===== config.mk =====
export PLATFORM = sky130hd
export DESIGN_NAME = latency_result_collector
export DESIGN_NICKNAME = d
export VERILOG_FILES = /design/src/rtl/latency_result_collector.sv
export SDC_FILE = /design/constraint.sdc
export NUM_CORES = 1
export LEC_CHECK = 0
export CAP_MARGIN = 0
export CORE_ASPECT_RATIO = 0.7
export CORE_MARGIN = 2
export CORE_UTILIZATION = 50
export CTS_BUF_LIST = sky130_fd_sc_hd__clkbuf_8 sky130_fd_sc_hd__clkbuf_16
export DETAILED_ROUTE_END_ITERATION = 12
export PLACE_DENSITY = 0.73
export RECOVER_POWER = 100
export SYNTH_ARGS = -nofsm -noshare
export SYNTH_HDL_FRONTEND = slang
export SYNTH_SLANG_ARGS = --single-unit

===== constraint.sdc =====
create_clock -name clk -period 9.5 [get_ports clk]
set_input_delay 2.375 -clock clk [delete_from_list [all_inputs] [get_ports clk]]
set_output_delay 2.375 -clock clk [all_outputs]
set_load 0.01 [all_outputs]

===== src/rtl/latency_result_collector.sv =====
// Captures fixed-latency pipeline results into a FWFT FIFO, with credit-based issue throttling
// so that a result can never arrive when there is no room to store it.
module latency_result_collector #(
    parameter int unsigned LATENCY_CYCLES = 23,
    parameter int unsigned DATA_WIDTH     = 32,
    parameter int unsigned DEPTH          = 32,
    parameter int unsigned VEC_LEN        = 10
) (
    input  logic                    clk,
    input  logic                    reset_n,
    input  logic                    issue_valid,
    output logic                    issue_ready,
    input  logic [DATA_WIDTH-1:0]   pipe_data,
    output logic                    out_valid,
    input  logic                    out_ready,
    output logic [DATA_WIDTH-1:0]   out_data,
    output logic                    out_last,
    output logic [$clog2(DEPTH):0]  inflight
);

    localparam int unsigned AW = $clog2(DEPTH);
    localparam int unsigned CW = AW + 1;
    localparam logic [CW-1:0] DepthCnt = CW'(DEPTH);
    localparam logic [7:0]    LastIdx  = 8'(VEC_LEN - 1);

    logic                      accept;
    logic                      pop;
    logic                      tap;
    logic [LATENCY_CYCLES-1:0] vld_q, vld_d;
    logic [AW-1:0]             wr_ptr_q, wr_ptr_d;
    logic [AW-1:0]             rd_ptr_q, rd_ptr_d;
    logic [CW-1:0]             count_q, count_d;
    logic [CW-1:0]             inflight_q, inflight_d;
    logic [7:0]                idx_q, idx_d;
    logic [DATA_WIDTH-1:0]     mem_q [DEPTH];

    always_comb begin
        issue_ready = (inflight_q < DepthCnt);
        out_valid   = (count_q != '0);
        out_data    = mem_q[rd_ptr_q];
        out_last    = out_valid & (idx_q == LastIdx);
        inflight    = inflight_q;

        accept = issue_valid & issue_ready;
        pop    = out_valid & out_ready;
        tap    = vld_q[LATENCY_CYCLES-1];

        // Shift toward the tap; a one-stage line degenerates to a single flop of accept.
        vld_d    = vld_q << 1;
        vld_d[0] = accept;

        wr_ptr_d = tap ? wr_ptr_q + AW'(1) : wr_ptr_q;
        rd_ptr_d = pop ? rd_ptr_q + AW'(1) : rd_ptr_q;

        unique case ({tap, pop})
            2'b10:   count_d = count_q + CW'(1);
            2'b01:   count_d = count_q - CW'(1);
            default: count_d = count_q;
        endcase

        unique case ({accept, pop})
            2'b10:   inflight_d = inflight_q + CW'(1);
            2'b01:   inflight_d = inflight_q - CW'(1);
            default: inflight_d = inflight_q;
        endcase

        idx_d = idx_q;
        if (pop) begin
            idx_d = (idx_q == LastIdx) ? 8'd0 : idx_q + 8'd1;
        end
    end

    always_ff @(posedge clk or negedge reset_n) begin
        if (!reset_n) begin
            vld_q      <= '0;
            wr_ptr_q   <= '0;
            rd_ptr_q   <= '0;
            count_q    <= '0;
            inflight_q <= '0;
            idx_q      <= '0;
        end else begin
            vld_q      <= vld_d;
            wr_ptr_q   <= wr_ptr_d;
            rd_ptr_q   <= rd_ptr_d;
            count_q    <= count_d;
            inflight_q <= inflight_d;
            idx_q      <= idx_d;
        end
    end

    // Storage is not reset; credits guarantee a tap write never lands on an unread entry.
    always_ff @(posedge clk) begin
        if (tap) begin
            mem_q[wr_ptr_q] <= pipe_data;
        end
    end

endmodule


After elaboration in Yosys (flattened, before gate mapping)

Memory sizes are Yosys's and may differ from the RTL's.
Index checks and enable logic that the tools add are counted.

Input port bits: 36
Flip-flop bits (word level): 53
Memories kept: 1
Word-level logic and storage cells: 31
Bits in writable memories: 1024
Output and inout port bits: 41

Memories:

| name  | depth | width | read ports | clocked after memory_dff | wr ports | line | RTL |
|---|---|---|---|---|---|---|---|
| mem_q | 32    | 32    | 1          | 0                        | 1        | 35   | `logic [DATA_WIDTH-1:0] mem_q [DEPTH];` |

Reductions and logical operators: 3
Bitwise gates (word level): 3
Eq/ne operators: 5
Add/subtract/negate cells: 7
Magnitude comparators: 1
Mux-type cells: 5

Operators with widths:

| cell                                                | number |
|---|---|
| one-hot mux 6 bit (2 select lines)                  | 2 |
| adder 6 x 1 -> 6 bit, second input constant         | 2 |
| subtractor 6 x 1 -> 6 bit, second input constant    | 2 |
| adder 5 x 1 -> 5 bit, second input constant         | 2 |
| adder 8 x 1 -> 8 bit, second input constant         | 1 |
| equality test 8 x 4 -> 1 bit, second input constant | 1 |
| 2-to-1 mux 8 bit                                    | 1 |
| less-than comparator 6 bit, second input constant   | 1 |
| nonzero test 6 bit                                  | 1 |
| equality test 2 x 1 -> 1 bit, second input constant | 2 |
| equality test 2 bit, second input constant          | 2 |
| nonzero test 2 bit                                  | 2 |
| AND 1 bit                                           | 3 |
| 2-to-1 mux 1 bit                                    | 2 |

Depth between registers and ports, before layout

Depth after elaboration: 4
Depth in mapped cells: 12
Depth with buffers taken out: 9

Worst setup path after synthesis

OpenSTA, ideal clock, no wires.

Path type: input to register
From: in out_ready
To: reg inflight_q[4], in the netlist inflight[4]
Path buffers: 2
Stages: 11
Setup time: 0.128 ns
Arrival time: 4.602 ns
Slack: 4.770 ns
Path through: inv_1 a21oi_1 clkbuf_1 ha_1 buf_1 xor2_1 ha_1 nor3b_1 a2111oi_0 o21ai_0 xnor2_1

Cells in the longest elaborated chain, start to end: 3
Elaborated cells between the ends (all ways): 5

Ends and longest elaborated chain:

| what                                                                     | line | RTL |
|---|---|---|
| start, declared                                                          | 15   | `input logic out_ready,` |
| AND 1 bit *                                                              | 45   | `pop = out_valid & out_ready;` |
| via pop                                                                  | 27   | `logic pop;` |
| equality test 2 x 1 -> 1 bit or equality test 2 bit (tied branches)      | 61   | `unique case ({accept, pop})` |
| one-hot mux 6 bit (2 select lines) or nonzero test 2 bit (tied branches) | n/a  |  |
| end signal, assigned                                                     | 86   | `inflight_q <= inflight_d;` |
| end, declared                                                            | 33   | `logic [CW-1:0] inflight_q, inflight_d;` |

The timed path passes the listed nets; every way through them passes the cells marked *.
A chain may end at the register's enable or synchronous reset.

Worst setup path after layout

From: reg rd_ptr_q[0]
To: out out_data[26]

Cells in the longest elaborated chain, start to end: 1

Ends and longest elaborated chain:

| what                      | line | RTL |
|---|---|---|
| start, declared           | 31   | `logic [AW-1:0] rd_ptr_q, rd_ptr_d;` |
| start signal, assigned    | 84   | `rd_ptr_q <= rd_ptr_d;` |
| memory read (32 x 32 bit) | n/a  |  |
| end, declared             | 16   | `output logic [DATA_WIDTH-1:0] out_data,` |

Every way passes these cells.

==> results.toml <==
[run_status]
status = "finished, violations left"
failed_checks = "capacitance limit, slew limit"

[floorplanning]
core_um2 = 82500
io_pins = 77
rows = 88
initial_utilization_pct = 50.5
die-area_um2 = 85600
die_w_um = 349
die_y_um = 245

[pwr]
p_leak_nw = 14.8
switchingPower_mw = 4.06
intPower_mw = 9.40
seq_power_share_pct = 41.9
switching_share_pct = 30.2
comb_power_share_pct = 28.6
power_density_nw_per_um2 = 288
vdd_drop_max_mv = 0.230
clkPwrFrac_pct = 29.5

[clock_network]
cts_max_level = 3
cts_setup_buffers = 0
cts.repair.resized = 0
insertion_delay_ns = 0.67
cts.clk_slew.worst_paths_ns = 0.06
cts_sinks = 1077
cts.path.max_buffers = 3
cts_tree = "built"
cts_buffers = 98
hold_buffers = 0
clock-root-buffer = "clkbuf_16"

[route]
vias = 21300
ant_nets = 0
wire_per_inst_um = 29.7
wirelength_um = 101000
viasPerCell = 6.30
drt_iter0_markers = 2861
drcViolationCount = 0
drt-pass1-iter-count = 7

[logic_synthesis]
synth_seq_cells = 1077
yosysWarnings = 0
syn_avg_cell_area_um2 = 19.6
syn_inst = 2129
synth_edf_count = 1024
synth_area_um2 = 41600
synthFlopType = "edfxtp_1"
yosysUniqueCellTypes = 46
syn_nets = 2178
async_flop_share_pct = 4.92
ys_seq_area_share_pct = 77.1

[critical_path]
cp-startpoint = "rd_ptr_q[0]"
required_ns = 7.13
crit_arrival_ns = 5.35
startpoint_type = "flip-flop"
cp-end-kind = "output pin"
path_max_fanout = 146
critical_path_class = "flip-flop to output pin"
r2r-start = "vld_q[22]"
reg2regPathDepth = 3

[grt]
grt_max_degree = 147
grt_antenna_before_repair = 6
busiest_layer = "met2"
grt_pass1_wl_um = 147000
met3_usage_pct = 3.68
grt-ovfl-total = 0
use_met2_pct = 36.6
grt_pass1_vias = 21500
grt_usage_pct = 23.7
gr-usage-met1_pct = 35.3

[timing]
fmax_mhz = 130
hold_violations = 0
period_share_pct = 81.3
rsz0062_at_grt = "false"
finalMaxSlewViolations = 1326
relSlewSlack_pct = -144
worst_pin_slew_ns = 3.67
setup_viol = 0
tns_ns = 0
skew_ns = 0.0239
period_needed_ns = 7.72

[placed_design]
place_hpwl_um = 51900
place_congestion = 0.766
port_buffers = 76

[layout]
nFillCells = 5842
final_layout_size_suffix_gt1_share_pct = 22.0
final_nets = 2277
multi_input_area_um2 = 9080
post-route-util_pct = 56.8
regArea_um2 = 32100
syn_to_final_growth_pct = 12.5

[worst_hold_path]
holdCritStartpoint = "vld_q[21]"
hold_path.class = "flip-flop to flip-flop"
hold_path_depth = 0

[flow_run]
cap_violations = 50
==> synthesized netlist by cell type, types with 42 or more instances <==
library cell | instances | share of area [%]
a22o_1 | 64 | 1.3
o22ai_1 | 64 | 0.96
a211oi_1 | 68 | 1.2
nor3_1 | 67 | 0.81
clkbuf_1 | 79 | 0.71
mux2_2 | 197 | 5.3
edfxtp_1 | 1024 | 74
dfrtp_1 | 53 | 3.2
o21ai_0 | 70 | 0.84
nor2b_1 | 66 | 0.99
mux4_2 | 128 | 6.9
nor2_1 | 42 | 0.38
==> stage by stage <==
stage          cells  area [um2]  setup slack (ns)  hold slack [ns]  power (mW)
2_1_floorplan   2129       41600              4.77            0.331        8.16
3_3_place_gp    3208       43900              3.50            0.332        9.54
3_5_place_dp    3208       43900              3.46            0.336        9.63
4_1_cts         3385       47100              2.74            0.348        13.6
5_1_grt         3385       46800              1.48            0.355        14.0
6_report        3388       46800              1.78            0.345        13.5
==> critical path: stages, from the launching register on <==
cell           delay (ns)
dfrtp_4              0.70
clkbuf_4             1.61
mux4_2               0.68
a22o_1               0.24
or4_1                0.66
dlygate4sd3_1        0.68
==> flip-flops by register name, indices dropped and copies added, names as in the netlist <==
name	count
inflight	6
rd_ptr_q	5
vld_q	23
wr_ptr_q	5
idx_q	8
count_q	6
mem_q	1024
==> cell usage in the layout (no fill, tap or decap), types with 26 or more instances in the layout <==
master,n
mux4_2,128
or4_1,32
nor2b_1,65
mux2_2,197
a211oi_1,68
dfrtp_1,51
a22o_1,64
inv_1,32
clkbuf_1,34
clkbuf_16,100
edfxtp_1,1024
nor3_1,67
nor2_1,26
o22ai_1,64
o21ai_0,70
dlygate4sd3_1,68
==> power by group through the flow <==
| stage | Combinational (mW) | Clock, mW | Sequential (mW) |
|---|---|---|---|
| 2_1_floorplan | 2.53 | 0 | 5.62 |
| 3_3_place_gp | 3.83 | 0 | 5.71 |
| 3_5_place_dp | 3.90 | 0 | 5.74 |
| 4_1_cts | 3.93 | 4.02 | 5.64 |
| 5_1_grt | 4.08 | 4.20 | 5.68 |
| 6_report | 3.85 | 3.97 | 5.65 |
==> metal layers <==
| layer | share of wire (%) | up-vias | wire [um] |
|---|---|---|---|
| met4 | 2.7 | 2 | 2710 |
| li1 | - | 8887 | - |
| met3 | 9.7 | 184 | 9720 |
| met1 | 41 | 11100 | 41500 |
| met2 | 46 | 1167 | 46700 |
| met5 | 0.012 | - | 12 |
==> final cells by class <==
class	count	area share [%]
Antenna cell	3	0.0160
Tap cell	1080	2.89
Sequential cell	1077	68.5
Clock inverter	77	1.55
Clock buffer	100	5.34
Timing Repair Buffer	126	2.22
Inverter	10	0.0802
Multi-Input combinational cell	915	19.4
==> final timing paths <==
| kind | slack [ns] | to |
|---|---|---|
| setup / recovery | 1.78 | out_data[26] |
| hold / removal | 0.35 | vld_q[22] |
| setup reg to reg | 4.56 | mem_q[10][8] |
| hold reg to reg | 0.35 | vld_q[22] |
| max in group asynchronous | 4.68 | rd_ptr_q[1] |
| min in group asynchronous | 2.74 | inflight[0] |
==> cells by family (layout without fill, tap and decap cells) <==
kind of cell | after synthesis | in the layout | share of synthesized area (%)
xor gates and xnor gates | 26 | 26 | 0.547
buffers and inverters | 137 | 313 | 1.46
AOI/OAI and AO/OA | 284 | 284 | 4.68
adders and majority gates | 13 | 13 | 0.391
other | 0 | 3 | 0
muxes | 326 | 326 | 12.3
and+or+nand+nor | 266 | 266 | 3.59
DFF | 1077 | 1077 | 77.1
Note: power is estimated with default switching activity, not from simulation.
